[src/rtl/gcd_pkg.sv]
// Shared types for the parametrised GCD unit: control states and request layout.
package gcd_pkg;

  localparam int GCD_WIDTH     = 16;
  localparam int GCD_TAG_WIDTH = 4;

  typedef enum logic [1:0] {
    IDLE = 2'd0,
    CALC = 2'd1,
    DONE = 2'd2
  } gcd_state_t;

  typedef struct packed {
    logic [GCD_WIDTH-1:0]     a;
    logic [GCD_WIDTH-1:0]     b;
    logic [GCD_TAG_WIDTH-1:0] tag;
  } gcd_req_t;

endpackage

[src/rtl/gcd_datapath.sv]
// A/B/tag registers and step logic for the GCD unit.
// GCD_BINARY_EN selects binary (Stein) stepping; default is swap/subtract.
module gcd_datapath #(
  parameter int WIDTH     = 16,
  parameter int TAG_WIDTH = 4
) (
  input  logic                 clk,
  input  logic                 reset_n,
  input  logic                 load,
  input  logic                 step,
  input  logic [WIDTH-1:0]     a_in,
  input  logic [WIDTH-1:0]     b_in,
  input  logic [TAG_WIDTH-1:0] tag_in,
  output logic [WIDTH-1:0]     result,
  output logic [TAG_WIDTH-1:0] tag,
  output logic                 done
);

  logic [WIDTH-1:0]     a_q;
  logic [WIDTH-1:0]     b_q;
  logic [TAG_WIDTH-1:0] tag_q;
  logic                 a_lt_b;
  logic [WIDTH-1:0]     diff_ab;

  assign a_lt_b  = a_q < b_q;
  assign diff_ab = a_q - b_q;

`ifdef GCD_BINARY_EN
  localparam int KW = $clog2(WIDTH);
  localparam logic [KW-1:0] K_ONE = 1;

  logic [KW-1:0]    k_q;
  logic [WIDTH-1:0] diff_ba;

  assign diff_ba = b_q - a_q;

  always_ff @(posedge clk) begin
    if (!reset_n) begin
      a_q   <= '0;
      b_q   <= '0;
      tag_q <= '0;
      k_q   <= '0;
    end else if (load) begin
      a_q   <= a_in;
      b_q   <= b_in;
      tag_q <= tag_in;
      k_q   <= '0;
    end else if (step) begin
      // B==0 means A holds the odd part; restore the shared power of two once.
      if (b_q == '0) begin
        a_q <= a_q << k_q;
        k_q <= '0;
      end else if (a_q == '0) begin
        a_q <= b_q;
        b_q <= '0;
      end else if (!a_q[0] && !b_q[0]) begin
        a_q <= a_q >> 1;
        b_q <= b_q >> 1;
        k_q <= k_q + K_ONE;
      end else if (!a_q[0]) begin
        a_q <= a_q >> 1;
      end else if (!b_q[0]) begin
        b_q <= b_q >> 1;
      end else if (!a_lt_b) begin
        a_q <= diff_ab >> 1;
      end else begin
        b_q <= diff_ba >> 1;
      end
    end
  end

  assign done = (b_q == '0) && (k_q == '0);
`else
  always_ff @(posedge clk) begin
    if (!reset_n) begin
      a_q   <= '0;
      b_q   <= '0;
      tag_q <= '0;
    end else if (load) begin
      a_q   <= a_in;
      b_q   <= b_in;
      tag_q <= tag_in;
    end else if (step) begin
      if (a_lt_b) begin
        a_q <= b_q;
        b_q <= a_q;
      end else if (b_q != '0) begin
        a_q <= diff_ab;
      end
    end
  end

  assign done = (b_q == '0);
`endif

  assign result = a_q;
  assign tag    = tag_q;

endmodule

[src/rtl/gcd_unit_param.sv]
// Parametrised GCD unit with val/rdy request/response, tag return and busy flag.
// Define GCD_BINARY_EN to build the binary (Stein) datapath.
//
// state | meaning
// IDLE  | ready for a request
// CALC  | datapath stepping, one step per cycle
// DONE  | result presented, held until resp_rdy
module gcd_unit_param
  import gcd_pkg::*;
#(
  parameter int WIDTH     = GCD_WIDTH,
  parameter int TAG_WIDTH = GCD_TAG_WIDTH
) (
  input  logic                 clk,
  input  logic                 reset_n,
  input  logic                 req_val,
  output logic                 req_rdy,
  input  logic [2*WIDTH-1:0]   req_msg,
  input  logic [TAG_WIDTH-1:0] req_tag,
  output logic                 resp_val,
  input  logic                 resp_rdy,
  output logic [WIDTH-1:0]     resp_msg,
  output logic [TAG_WIDTH-1:0] resp_tag,
  output logic                 busy
);

  gcd_state_t           state;
  logic                 load;
  logic                 step;
  logic                 dp_done;
  logic [WIDTH-1:0]     dp_result;
  logic [TAG_WIDTH-1:0] dp_tag;

  assign load = (state == IDLE) && req_val;
  assign step = (state == CALC) && !dp_done;

  gcd_datapath #(
    .WIDTH     (WIDTH),
    .TAG_WIDTH (TAG_WIDTH)
  ) u_datapath (
    .clk     (clk),
    .reset_n (reset_n),
    .load    (load),
    .step    (step),
    .a_in    (req_msg[2*WIDTH-1:WIDTH]),
    .b_in    (req_msg[WIDTH-1:0]),
    .tag_in  (req_tag),
    .result  (dp_result),
    .tag     (dp_tag),
    .done    (dp_done)
  );

  always_ff @(posedge clk) begin
    if (!reset_n) begin
      state    <= IDLE;
      req_rdy  <= 1'b1;
      resp_val <= 1'b0;
      busy     <= 1'b0;
    end else begin
      case (state)
        IDLE: begin
          if (req_val) begin
            state   <= CALC;
            req_rdy <= 1'b0;
            busy    <= 1'b1;
          end
        end
        CALC: begin
          if (dp_done) begin
            state    <= DONE;
            resp_val <= 1'b1;
          end
        end
        DONE: begin
          // Return to IDLE only; a new request can be taken no earlier than next cycle.
          if (resp_rdy) begin
            state    <= IDLE;
            resp_val <= 1'b0;
            busy     <= 1'b0;
            req_rdy  <= 1'b1;
          end
        end
        default: begin
          state    <= IDLE;
          req_rdy  <= 1'b1;
          resp_val <= 1'b0;
          busy     <= 1'b0;
        end
      endcase
    end
  end

  assign resp_msg = resp_val ? dp_result : '0;
  assign resp_tag = resp_val ? dp_tag : '0;

endmodule

[config.mk]
export PLATFORM = sky130hd
export DESIGN_NAME = gcd_unit_param
export DESIGN_NICKNAME = d
export VERILOG_FILES = /design/src/rtl/gcd_pkg.sv /design/src/rtl/gcd_datapath.sv /design/src/rtl/gcd_unit_param.sv
export SDC_FILE = /design/constraint.sdc
export NUM_CORES = 1
export LEC_CHECK = 0
export ABC_AREA = 1
export CAP_MARGIN = 25
export CORE_AREA = 2 2 109 69
export CTS_CLUSTER_DIAMETER = 150
export CTS_CLUSTER_SIZE = 8
export DETAILED_ROUTE_END_ITERATION = 12
export DIE_AREA = 0 0 111 71
export HOLD_SLACK_MARGIN = 0.06
export PLACE_DENSITY = 0.76
export SYNTH_ARGS = -nofsm -noshare
export SYNTH_HDL_FRONTEND = slang
export SYNTH_SLANG_ARGS = --single-unit
[constraint.sdc]
create_clock -name clk -period 2.3 [get_ports clk]
set_input_delay 0.345 -clock clk [delete_from_list [all_inputs] [get_ports clk]]
set_output_delay 0.345 -clock clk [all_outputs]
set_load 0.005 [all_outputs]
# Yosys cells after proc, flatten, opt, wreduce, memory -nomap -nowiden
# Index checks and enable logic that the tools add are counted.
[classes] add_sub_neg=1 mul=0 n_div=0 order_cmp=1 eq_ne=5 n_shift=0 n_mux=21 n_bitwise=2 n_reduce_logical=14
[ops] op="2-to-1 mux 16 bit" count=8
[ops] op="zero test 16 bit" count=1
[ops] op="< comparator 16 bit" count=1
[ops] op="nonzero test 16 bit" count=1
[ops] op="subtractor 16 bit" count=1
[ops] op="one-hot mux 1 bit (3 select lines)" count=3
[ops] op="AND reduction 3 bit" count=3
[ops] op="2-to-1 mux 2 bit" count=3
[ops] op="inequality test 2 bit, second input constant" count=3
[ops] op="one-hot mux 2 bit (3 select lines)" count=1
[ops] op="2-to-1 mux 1 bit" count=5
[ops] op="2-to-1 mux 4 bit" count=1
[ops] op="AND reduction 2 bit" count=2
[ops] op="nonzero test 2 bit" count=2
[ops] op="nonzero test 3 bit" count=1
[ops] op="== test 2 x 1 -> 1 bit, second input constant" count=1
[ops] op="== test 2 bit, second input constant" count=1
[ops] op="logical AND 1 bit" count=2
[ops] op="zero test 2 bit" count=1
[ops] op="inverter 1 bit" count=2
[ops] op="zero test 1 bit" count=1
[totals] ff_bits=41 latch_bits=0 ramBits=0 mem_bits_ro=0 output_inout_bits=23 elab_cells=51 mem_count=0

# Longest topological paths before layout
[logic_depth] depth_word=5 depth_mapped=16 depth_no_buf=15

# By module
# A second synthesis with hierarchy kept.
[unflattened] cells_unflattened=619 area_unflattened_um2=3519.6
[by_module_without_submodules] module="gcd_datapath" n_inst=1 cells_per_inst=547 area_each_um2=3133.0
[by_module_without_submodules] module="gcd_unit_param" n_inst=1 cells_per_inst=72 area_each_um2=386.6

# Worst setup path after synthesis
# OpenSTA, ideal clock, no wires.
[synth_timing] path_type="register -> register" from="register u_datapath.a_q[0] (netlist: u_datapath.result[0])" to="register u_datapath.a_q[2] (netlist: u_datapath.result[2])" setup_ps=122 t_arrival_ps=1955 path_slack_ps=222 path_stages_with_launch=16 path_buffers=2 path_cell_list="dfxtp_1 > inv_1 > ha_1 > fa_1 > inv_1 > nand2_1 > nand2_1 > nand3_1 > nand2_2 > nand2_2 > nand2_4 > buf_6 > buf_12 > nand2_1 > o211ai_1 > a21oi_1"
[synth_between] elab_chain_cells=5 word_cells_on_any_way=8
[synth_lines] element="start, declared" line="gcd_datapath.sv:19" rtl="logic [WIDTH-1:0] a_q;"
[synth_lines] element="start signal, assigned" line="gcd_datapath.sv:80" rtl="a_q <= a_in;"
[synth_lines] element="start signal, assigned" line="gcd_datapath.sv:85" rtl="a_q <= b_q;"
[synth_lines] element="start signal, assigned" line="gcd_datapath.sv:88" rtl="a_q <= diff_ab;"
[synth_lines] element="subtractor 16 bit" line="gcd_datapath.sv:26" rtl="assign diff_ab = a_q - b_q;"
[synth_lines] element="2-to-1 mux 16 bit" line="gcd_datapath.sv:87" rtl="end else if (b_q != '0) begin"
[synth_lines] element="2-to-1 mux 16 bit" line="gcd_datapath.sv:84" rtl="if (a_lt_b) begin"
[synth_lines] element="2-to-1 mux 16 bit" line="gcd_datapath.sv:83" rtl="end else if (step) begin"
[synth_lines] element="2-to-1 mux 16 bit" line="gcd_datapath.sv:79" rtl="end else if (load) begin"
# Parallel ways exist; a longest one is shown, timed or not. The select of a mux whose other input is x is not followed.
# A chain may end at the register's enable or synchronous reset.

# Worst setup path after layout
[layout_timing] from="register u_datapath.b_q[12]" to="register u_datapath.b_q[8]"
[layout_between] elab_chain_cells=5 word_cells_on_any_way=7
[layout_lines] element="start, declared" line="gcd_datapath.sv:20" rtl="logic [WIDTH-1:0] b_q;"
[layout_lines] element="start signal, assigned" line="gcd_datapath.sv:81" rtl="b_q <= b_in;"
[layout_lines] element="start signal, assigned" line="gcd_datapath.sv:86" rtl="b_q <= a_q;"
[layout_lines] element="branches (longest 4 deep; another with < comparator 16 bit)"
[layout_lines] element="AND reduction 2 bit (no source line) (*)"
# Mark *: on every way between the ends.

==> results.txt <==
Antenna diodes - 0
Router iterations before antenna repair - 7
Vias per cell - 5.15
Most frequent cells in the layout - 173 x nand2_1, 100 x inv_1, 66 x nor2_1, 62 x clkdlybuf4s50_1, 40 x dfxtp_1
Commonest non-fill, non-tap cell in the layout - nand2_1
YS warnings - 0
Die height - 71 um
Critical Path Sink Type - flip-flop
Cell accounting for the most synthesized area - dfxtp_1
Max incr delay on CP - 0.40 ns
Post-Syn Instances - 568
Final GP Congestion - 0.872
Ys flop type - dfxtp_1
Overflow after GRT - 0
Crit path required time - 2.52 ns
First-pass GRT wire length - 17.3 mm
Synth area leaders - dfxtp_1 24%, nand2_1 19%, inv_1 11%
Ratio of cells with drive above 1 in the final layout - 10.6%
Leakage Power - 2.26 nW
Post-synthesis sequential area ratio - 24.5%
DP Area - 4090 um2
CTS buffer count - 5
F_max - 0.457 GHz
Post-synth top area share - 24.5%
Final instance area - 4300 um2
Post-route ant nets - 0
Final slew viol count - 0
Root Driver - clkbuf_16
Crit path DAT - 2.41 ns
Seq cells post-synth - 41
Initial antenna violation count - 0
Slew headroom - 69.7%
Die span in x - 111 um
Routed len/inst - 14.6 um
CP Class - reg -> reg
GRT Overall Usage - 27.3%
Ports - 63
H-tree levels - 2
Die area - 7880 um2
Startpoint types - flip-flop
Hold-fix buffers, CTS - 0
Tmin final - 2.19 ns
Final Hold Vio Count - 0
Cell Area, Synth - 3360 um2
Max Cap Viol - 0
WP buf/inv - 2
Final TNS setup - 0 ns
Critical path's top delay family - simple AND/OR/NAND/NOR gates
Largest net degree at the start of global routing - 23
VDD IR-drop max - 0.620 mV
Post-synth EDFFs - 0
Synth Area per Inst - 5.91 um2
Pwr Density - 1250 nW/um2
Hold crit path type - reg -> reg
# setup viols final - 0
Synth cell types - 36
Fin crit share - 95.2%
RSZ-0062 raised after global routing - yes
Clk_lat worst skew - 0.29 ns
Clock transition at path regs - 0.07 ns
Max Root-Sink Buffers - 2
Final worst clock skew - 0.00878 ns
Total wire length - 10.6 mm
Area Growth Syn to Fin - 28.0%
Iter 0 DRT Violations - 290
CP cell instances - inv_1, ha_1, nand2_1, nor2_1, a21oi_4, nand2_8, o21ai_4, buf_4, o21ai_0, nor2_1
DP Wirelength - 8.28 mm
Asr flop ratio synth - 0%
CTS tree - yes
WHS - 0.466 ns
CP max FO - 8
# DRC - 0
Clk sinks - 41
Vias in the first global route - 3,542
Status - finished, final reports clean
Core Area - 6940 um2
Worst-margin pin slew - 0.455 ns
Syn Nets - 625
Row count - 24
Nets - 695
Effective utilization at floorplan - 48.4%
Slowest stage cell, crit path - dfxtp_1
Tot Pwr - 5.39 mW
PortBufs - 62
Routed via count - 3,761
CP most frequent cell - nor2_1
## repair_timing
action | 4_1_cts | 5_1_grt
setup buffers | 0 | 4
pin swaps | 0 | 3
gates resized for setup | 2 | 13
cloned | 0 | 0
endpoints found under the setup margin | 3 | 32
## worst paths after layout
path	startpoint	endpoint	slack (ns)	cells past startpoint
worst max-delay path	u_datapath.b_q[12]	u_datapath.b_q[8]	0.11	10
worst min-delay path	req_rdy	req_rdy	0.47	2
worst max register to register	u_datapath.b_q[12]	u_datapath.b_q[8]	0.11	10
worst min register to register	req_rdy	req_rdy	0.47	2
## cell type report
cell class	count	area [um2]
Sequential cell	41	822
Multi-Input combinational cell	403	2030
Timing Repair Buffer	81	783
Fill cell	688	2640
Tap cell	91	114
Inverter	106	404
Clock inverter	3	17.5
Clock buffer	5	125
## synthesized netlist by cell type (all sizes together), types with 4 or more instances
master and instances:
clkbuf 7, o211ai 5, a21oi 29, nand3 30, dfxtp 41, nor2 76
nand4 5, ha 16, o221ai 4, inv 106, xor2 6, nand2 184
o21ai 34, buf 11
## per-layer routing
layer | track usage [%] | up-vias | wire length (um)
met5 | 0 | - | 0
met4 | 5.69 | 0 | 117
met3 | 3.86 | 15 | 797
met2 | 43.2 | 147 | 4570
met1 | 39.8 | 1715 | 5150
li1 | - | 1884 | -
## tightest hold or removal path: cells and delay by family (launching register included)
kind	cells	cell delay (ns)
AO/OA/AOI/OAI	1	0.06
flip-flops	1	0.31
AND/OR/NAND/NOR	1	0.05
## registers in the layout, summed over array words and instances, names as in the netlist
signal and count:
u_datapath.result 16, u_datapath.b_q 16, state 2, u_datapath.tag 4
resp_val 1, busy 1, req_rdy 1
## per-stage QoR
step / util (%) / std cells / setup slack [ns]
3_3_place_gp: 59.0 / 718 / 0.118
4_1_cts: 61.1 / 726 / 0.0149
2_1_floorplan: - / 568 / 0.222
3_5_place_dp: 59.0 / 718 / -0.0275
6_report: 61.9 / 730 / 0.111
5_1_grt: 61.9 / 730 / -0.0380
## kinds of logic (layout without fill, tap and decap cells)
group	after synthesis	count (layout)	share of synthesized area, %
simple gates	305	305	38.3
buf+inv	124	195	15.7
compound gates	74	74	13.2
flops	41	41	24.5
fa+ha+maj	17	17	6.56
xor+xnor	7	7	1.83
## power breakdown
group | leakage (nW) | internal [mW] | total, mW | switching (mW)
registers | 0.340 | 0.886 | 1.05 | 0.165
clock network | 0.0696 | 0.398 | 0.706 | 0.307
logic | 1.85 | 1.34 | 3.63 | 2.29
Power figures use the tool's default switching activity.
